===== src/rtl/memaccess_ctrl.sv =====
// Data-memory port sequencer for the MemAccess stage: direct and indirect
// reads/writes with a configurable read latency behind a busy/done handshake.
module memaccess_ctrl #(
    parameter int unsigned RD_LAT = 1
) (
    input  logic        clock,
    input  logic        reset,
    input  logic        start,
    input  logic [1:0]  op,
    input  logic [15:0] addr,
    input  logic [15:0] wdata,
    input  logic [15:0] DMem_dout,
    output logic [15:0] DMem_addr,
    output logic [15:0] DMem_din,
    output logic        DMem_rd,
    output logic        DMem_en,
    output logic [15:0] memout,
    output logic        busy,
    output logic        done
);
    localparam int unsigned AW = 16;
    localparam int unsigned CW = 2;
    localparam logic [CW-1:0] CNT_INIT = CW'(RD_LAT - 1);

    typedef enum logic [2:0] {
        S_IDLE,
        S_IND,
        S_IND_WAIT,
        S_ACC,
        S_RD_WAIT,
        S_DONE
    } state_t;

    state_t        state_q, state_d;
    logic [1:0]    op_q, op_d;
    logic [AW-1:0] addr_q, addr_d;
    logic [AW-1:0] wdata_q, wdata_d;
    logic [AW-1:0] eff_q, eff_d;
    logic [CW-1:0] cnt_q, cnt_d;
    logic [AW-1:0] memout_d;
    logic [AW-1:0] dmem_addr_d, dmem_din_d;
    logic          dmem_rd_d, dmem_en_d, busy_d, done_d;
    logic          accept;

    // Next state, latched command fields, and the registered outputs of the next state
    always_comb begin
        state_d  = state_q;
        op_d     = op_q;
        addr_d   = addr_q;
        wdata_d  = wdata_q;
        eff_d    = eff_q;
        cnt_d    = cnt_q;
        memout_d = memout;
        accept   = start && ((state_q == S_IDLE) || (state_q == S_DONE));

        case (state_q)
            S_IND: begin
                state_d = S_IND_WAIT;
                cnt_d   = CNT_INIT;
            end
            S_IND_WAIT: begin
                if (cnt_q == '0) begin
                    eff_d   = DMem_dout;
                    state_d = S_ACC;
                end else begin
                    cnt_d = cnt_q - CW'(1);
                end
            end
            S_ACC: begin
                if (op_q[0]) begin
                    state_d = S_DONE;
                end else begin
                    state_d = S_RD_WAIT;
                    cnt_d   = CNT_INIT;
                end
            end
            S_RD_WAIT: begin
                if (cnt_q == '0) begin
                    memout_d = DMem_dout;
                    state_d  = S_DONE;
                end else begin
                    cnt_d = cnt_q - CW'(1);
                end
            end
            S_IDLE, S_DONE: state_d = S_IDLE;
            default:        state_d = S_IDLE;
        endcase

        // A new command may only land while idle or in the completion cycle
        if (accept) begin
            op_d    = op;
            addr_d  = addr;
            wdata_d = wdata;
            eff_d   = addr;
            state_d = op[1] ? S_IND : S_ACC;
        end

        dmem_en_d   = (state_d == S_IND) || (state_d == S_ACC);
        dmem_rd_d   = !((state_d == S_ACC) && op_d[0]);
        dmem_addr_d = '0;
        dmem_din_d  = '0;
        if (state_d == S_IND) begin
            dmem_addr_d = addr_d;
        end else if (state_d == S_ACC) begin
            dmem_addr_d = eff_d;
            if (op_d[0]) begin
                dmem_din_d = wdata_d;
            end
        end
        busy_d = (state_d == S_IND) || (state_d == S_IND_WAIT) ||
                 (state_d == S_ACC) || (state_d == S_RD_WAIT);
        done_d = (state_d == S_DONE);
    end

    always_ff @(posedge clock or posedge reset) begin
        if (reset) begin
            state_q   <= S_IDLE;
            op_q      <= '0;
            addr_q    <= '0;
            wdata_q   <= '0;
            eff_q     <= '0;
            cnt_q     <= '0;
            memout    <= '0;
            DMem_addr <= '0;
            DMem_din  <= '0;
            DMem_rd   <= 1'b1;
            DMem_en   <= 1'b0;
            busy      <= 1'b0;
            done      <= 1'b0;
        end else begin
            state_q   <= state_d;
            op_q      <= op_d;
            addr_q    <= addr_d;
            wdata_q   <= wdata_d;
            eff_q     <= eff_d;
            cnt_q     <= cnt_d;
            memout    <= memout_d;
            DMem_addr <= dmem_addr_d;
            DMem_din  <= dmem_din_d;
            DMem_rd   <= dmem_rd_d;
            DMem_en   <= dmem_en_d;
            busy      <= busy_d;
            done      <= done_d;
        end
    end

endmodule

===== config.mk =====
export PLATFORM = sky130hd
export DESIGN_NAME = memaccess_ctrl
export DESIGN_NICKNAME = d
export VERILOG_FILES = /design/src/rtl/memaccess_ctrl.sv
export SDC_FILE = /design/constraint.sdc
export NUM_CORES = 1
export LEC_CHECK = 0
export ABC_AREA = 0
export CAP_MARGIN = 20
export CORE_UTILIZATION = 35
export CTS_CLUSTER_DIAMETER = 120
export DETAILED_ROUTE_END_ITERATION = 7
export GPL_ROUTABILITY_DRIVEN = 0
export PLACE_DENSITY = 0.59
export SYNTH_ARGS = -nofsm -noshare
export SYNTH_HDL_FRONTEND = slang
export SYNTH_SLANG_ARGS = --single-unit

===== constraint.sdc =====
create_clock -name clock -period 5.13 [get_ports clock]
set_input_delay 0.7695 -clock clock [delete_from_list [all_inputs] [get_ports clock]]
set_output_delay 0.7695 -clock clock [all_outputs]
set_load 0.01 [all_outputs]

; ---- Word level (Yosys, flattened, before mapping)
; Cells that the tools add are included.
[totals]
inputBits = 53
latch_bits = 0
reg_bits = 106
wordCells = 60
output_inout_bits = 52
rom_bits = 0
ram_bits = 0
mem_count = 0
[op_classes]
n_mux = 20
n_div = 0
bitwise = 0
addsub = 1
n_shift = 0
order_cmp = 0
eq_ne = 12
reduce_logical = 14
n_mul = 0
[ops]
columns = op, count
row1 = 16-bit two-way mux, 10
row2 = "3-bit by 2-bit equality test with 1-bit output, second input constant", 4
row3 = "3-bit equality test, second input constant", 4
row4 = 3-bit one-hot mux with 4 select lines, 1
row5 = 3-bit two-way mux, 3
row6 = "3-bit by 1-bit equality test with 1-bit output, second input constant", 2
row7 = 2-bit two-way mux, 3
row8 = 2-bit one-hot mux with 3 select lines, 1
row9 = 1-bit logical OR, 5
row10 = "2-bit inequality test, second input constant", 2
row11 = 3-bit zero test, 1
row12 = 3-bit AND reduction, 1
row13 = 3-bit nonzero test, 1
row14 = 1-bit logical AND, 2
row15 = 2-bit zero test, 1
row16 = 1-bit two-way mux, 2
row17 = 2-bit AND reduction, 1
row18 = 2-bit OR reduction, 1
row19 = "2-bit by 1-bit subtractor with 2-bit output, second input constant", 1
row20 = 1-bit zero test, 1

; ---- Longest topological paths before layout
[logic_depth]
ltp_word = 8
ltp_mapped = 7

; ---- Worst setup path before layout
; Ideal clock, no wire load.
[synth_path]
kind = input-to-reg
startpoint = in start
endpoint = reg DMem_addr[11]
stages = 6
n_path_buf = 2
setup_slack_ns = 3.233
t_required_ns = 4.996
setup_ns = 0.134
arrival_ns = 1.763
path_cell_list = nor2b_1 > nand3_1 > buf_2 > buf_4 > mux2i_1 > o32ai_2
[synth_between]
elab_chain_len = 5
word_cells_on_any_way = 8
classes_between = eq/ne (2) / mux (5) / reduce/logical (1)
[synth_lines]
columns = item, line
row1 = "start, declared", 8  ; input logic start,
row2 = 1-bit logical AND *, 54  ; accept = start && ((state_q == S_IDLE) || (state_q == S_DONE));
row3 = 3-bit two-way mux, 90  ; if (accept) begin
row4 = 3-bit by 2-bit equality test with 1-bit output, 104  ; end else if (state_d == S_ACC) begin
row5 = 16-bit two-way mux, 104
row6 = 16-bit two-way mux *, 102  ; if (state_d == S_IND) begin
row7 = via dmem_addr_d[11], 41  ; logic [AW-1:0] dmem_addr_d, dmem_din_d;
row8 = "end signal, assigned", 138  ; DMem_addr <= dmem_addr_d;
row9 = "end, declared", 13  ; output logic [15:0] DMem_addr,
; Mark *: on every way through the listed nets, which the timed path passes. The rest lies on a longest branch.
; A chain may end at the register's enable or synchronous reset.

; ---- Final worst setup path
[layout_path]
startpoint = in start
endpoint = reg DMem_addr[4]
; The elaborated chain is that of the path after synthesis.

==> out/qor_table.md <==
| Step | Item | Reported |
| --- | --- | --- |
| drt | Via total after detailed routing | 2700 |
| cells and area | Synthesis-to-finish area growth | 33.31% |
| timing | Worst max-slew margin expressed relative to the limit | 36.16% |
| yosys | Leading cell types by total area after synthesis | sky130_fd_sc_hd__dfrtp_1, sky130_fd_sc_hd__mux2_2, sky130_fd_sc_hd__o32ai_2 |
| timing | Slew at the pin closest to its max-slew limit | 0.9566 ns |
| drt | Via/cell ratio | 4.737 |
| worst setup path | Launching element type of the critical path | input pin |
| floorplan | Overall die area | 12790 µm² |
| clocking | Clock H-tree levels | 3 |
| global routing | Global-route wire length before repair | 14.59 mm |
| drt | WL final | 8.799 mm |
| yosys | Synth top area share | 58.52% |
| yosys | Synthesis Warnings | 0 |
| drt | First drt pass iteration count | 4 |
| clocking | CTS Buf Count | 9 |
| worst setup path | Cell family with most CP delay | simple AND/OR/NAND/NOR gates |
| placement | # port buffers | 104 |
| drt | DRC Markers | 0 |
| worst setup path | Worst EP arrival | 2.96 ns |
| yosys | Post-synthesis cell type with the largest combined area | sky130_fd_sc_hd__dfrtp_1 |
| global routing | Initial antenna violation count | 0 |
| timing | Highest clock rate | 0.3662 GHz |
| worst setup path | Highest fanout seen on the critical path | 18 |
| worst setup path | Slowest cell on crit path | sky130_fd_sc_hd__and3_1 |
| cells and area | Fraction of final layout cells with drive strength greater than 1 | 21.28% |
| yosys | Number of synthesized flops with an enable pin | 0 |
| clocking | Root Buffer | sky130_fd_sc_hd__clkbuf_16 |
| worst setup path | Endpoint class of the critical path | register |
| cells and area | Final design utilization | 47.94% |
| yosys | Ys flop type | sky130_fd_sc_hd__dfrtp_1 |
| worst setup path | Required time worst endpoint | 5.36 ns |
| clocking | Worst-path clk slew | 0.07 ns |
| drt | WL/cell | 15.44 µm |
| global routing | Final global-route overflow total | 0 |
| floorplan | Height of the chip | 113.1 µm |
| timing | Final-report setup violation count | 0 |
| floorplan | Count of standard-cell rows | 40 |
| cells and area | Number of antenna cells inserted | 0 |
| flow run | Number of max-cap violations | 0 |
| floorplan | Number of top-level pins | 105 |
| clocking | Post CTS Setup Buffer Count | 0 |
| status | Status | complete, no violations |
| floorplan | Die width | 113.1 µm |
| yosys | Post-synthesis net count | 371 |
| timing | Total count of hold-check failures in the final report | 0 |
| worst hold path | Hold WC Path Type | register to register |
| yosys | #FFs+latches synth | 102 |
| power and ir drop | Power Dens Cells | 610.4 nW/µm² |
| timing | Clock skew after layout | 0.005190 ns |
| cells and area | Final design area excluding fillers | 5758 µm² |
| power and ir drop | Worst voltage drop across the vdd grid | 0.2300 mV |
| timing | Setup Total Neg Slack | 0 ns |
| timing | Number of pins with negative max-slew slack in the final report | 0 |
| clocking | Clock latency on the worst-skew pair | 0.33 ns |
| placement | Total half-perimeter wirelength after legalization and detailed placement | 5.984 mm |
| drt | Initial DRC Count | 54 |
| cells and area | Final Net Count | 473 |
| yosys | Synthesized instance count | 317 |
| global routing | Aggregate global-route resource usage | 14.92% |
| placement | Placed inst area | 5454 µm² |
| yosys | Post-Syn Area per Cell | 13.63 µm² |
| clocking | Total of hold buffers inserted after clock tree synthesis | 0 |
| global routing | Maximum number of pins on one net before global-route repair | 78 |
| clocking | TritonCTS clock tree | built |
| timing | RSZ-0062 raised after global routing | false |
| timing | Part of the cycle the worst path needs | 53.23% |
| timing | Shortest clock period the worst path allows after layout | 2.731 ns |
| yosys | Async S/R FF share, synth | 100.0% |
| worst setup path | Setup Crit Path Kind | input pin to register |
| floorplan | Initial core utilization | 35.96% |
| power and ir drop | Overall Power | 3.514 mW |
| worst setup path | Sequence of cells on the critical path | clkdlybuf4s50_1, nor2b_1, and3_1, o21bai_2, o32ai_2 |
| drt | Detail Route Antenna Nets | 0 |
| worst setup path | Number of buffers and inverters on the critical path | 1 |
| yosys | Part of the Yosys area used for sequential elements | 59.13% |
| yosys | Combined area of all synthesized cells | 4319 µm² |
| clocking | Number of sinks on the clock net | 102 |
| clocking | CTS-repair resized insts | 0 |
| worst setup path | Critical Path Max Stage Delay | 0.70 ns |
| yosys | Number of distinct library cell variants in the gate-level netlist after synthesis | 40 |
| power and ir drop | Leakage power total | 2.559 nW |
| floorplan | Placeable core region | 12010 µm² |
| global routing | Via count of the first global-routing pass | 2883 |
| clocking | Buffer depth of the longest clock path | 2 |
[tightest hold or removal path, stage by stage (launching register included)]
cell and delay (ns):
sky130_fd_sc_hd__dfrtp_1 0.32, sky130_fd_sc_hd__mux2i_1 0.08, sky130_fd_sc_hd__inv_1 0.06
[per-stage QoR]
| stage | worst slack (ns) | hold slack (ns) | std cells |
|---|---|---|---|
| after floorplan | 1.687 | 0.4512 | 317 |
| after global placement | 2.079 | 0.4688 | 554 |
| after detailed placement | 1.994 | 0.4750 | 554 |
| after CTS | 2.362 | 0.4932 | 569 |
| after global routing | 2.169 | 0.5035 | 570 |
| final | 2.399 | 0.4867 | 570 |
[layer usage]
layer	track usage [%]	share of wire, %
met1	19.00	43
met2	23.19	47
met3	6.427	8.8
met4	4.211	0.89
met5	0	0
[cells by family (layout without fill, tap and decap cells)]
logic type | count (synthesis) | after routing | share of synthesized area, %
AO/OA/AOI/OAI | 39 | 39 | 9.821
XOR/XNOR | 1 | 1 | 0.2028
adder cells (fa/ha/maj) | 1 | 1 | 0.2896
buffers and inverters | 35 | 141 | 4.345
flip-flops | 102 | 102 | 59.13
multiplexers | 53 | 53 | 13.38
AND/OR/NAND/NOR | 86 | 86 | 12.83
[report_power, final]
part / internal (mW) / switching [mW] / total, mW
clock: 0.352 / 0.282 / 0.635
sequential: 1.16 / 0.151 / 1.31
combinational: 0.837 / 0.731 / 1.57
total: 2.35 / 1.16 / 3.51
[cell usage after synthesis, drive strengths merged (2+ instances only)]
| cell | n |
|---|---|
| nand2 | 13 |
| nor3b | 2 |
| mux2i | 15 |
| dfrtp | 101 |
| nand2b | 5 |
| and2b | 3 |
| o21bai | 2 |
| a21oi | 6 |
| nor2b | 27 |
| and2 | 2 |
| inv | 18 |
| buf | 17 |
| nor2 | 28 |
| a211oi | 12 |
| nand3 | 2 |
| mux2 | 38 |
| o32ai | 12 |
[cell type report]
class / instances / area [µm²]
fillers: 1085 / 6254
flip-flops and latches: 102 / 2554
multi-input cells: 180 / 1583
repair buffers: 108 / 1091
clock buffers: 12 / 256.5
well taps: 147 / 183.9
inverters: 18 / 70.07
clock inverters: 3 / 20.02
[final timing paths]
check | start | cells past startpoint | to | slack (ns)
worst max-delay path | start | 5 | DMem_addr[4] | 2.40
worst min-delay path | addr_q[15] | 2 | addr_q[15] | 0.49
worst max register to register | state_q[1] | 5 | DMem_addr[11] | 2.45
worst min register to register | addr_q[15] | 2 | addr_q[15] | 0.49
max in group asynchronous | reset | 3 | DMem_rd | 3.85
min in group asynchronous | reset | 2 | wdata_q[10] | 0.68
[cells in the final DEF (no fill, tap or decap), drive strengths merged, types with 3 or more instances in the layout]
cell,instances
buf,4
and2b,3
nor2b,27
nor2,28
mux2i,15
nand2b,5
dfrtp,101
a211oi,12
a21oi,6
clkbuf,12
mux2,38
nand2,13
o32ai,12
inv,18
clkdlybuf4s50,104
[sequential cells by signal (all words and copies together), names as in the netlist]
register and flops:
DMem_addr 16, DMem_din 16, DMem_en 1, DMem_rd 1, addr_q 12, busy 1
cnt_q 2, done 1, eff_q 16, memout 16, op_q 1, state_q 3
wdata_q 16
No activity file was read; power rests on OpenSTA's default activity.
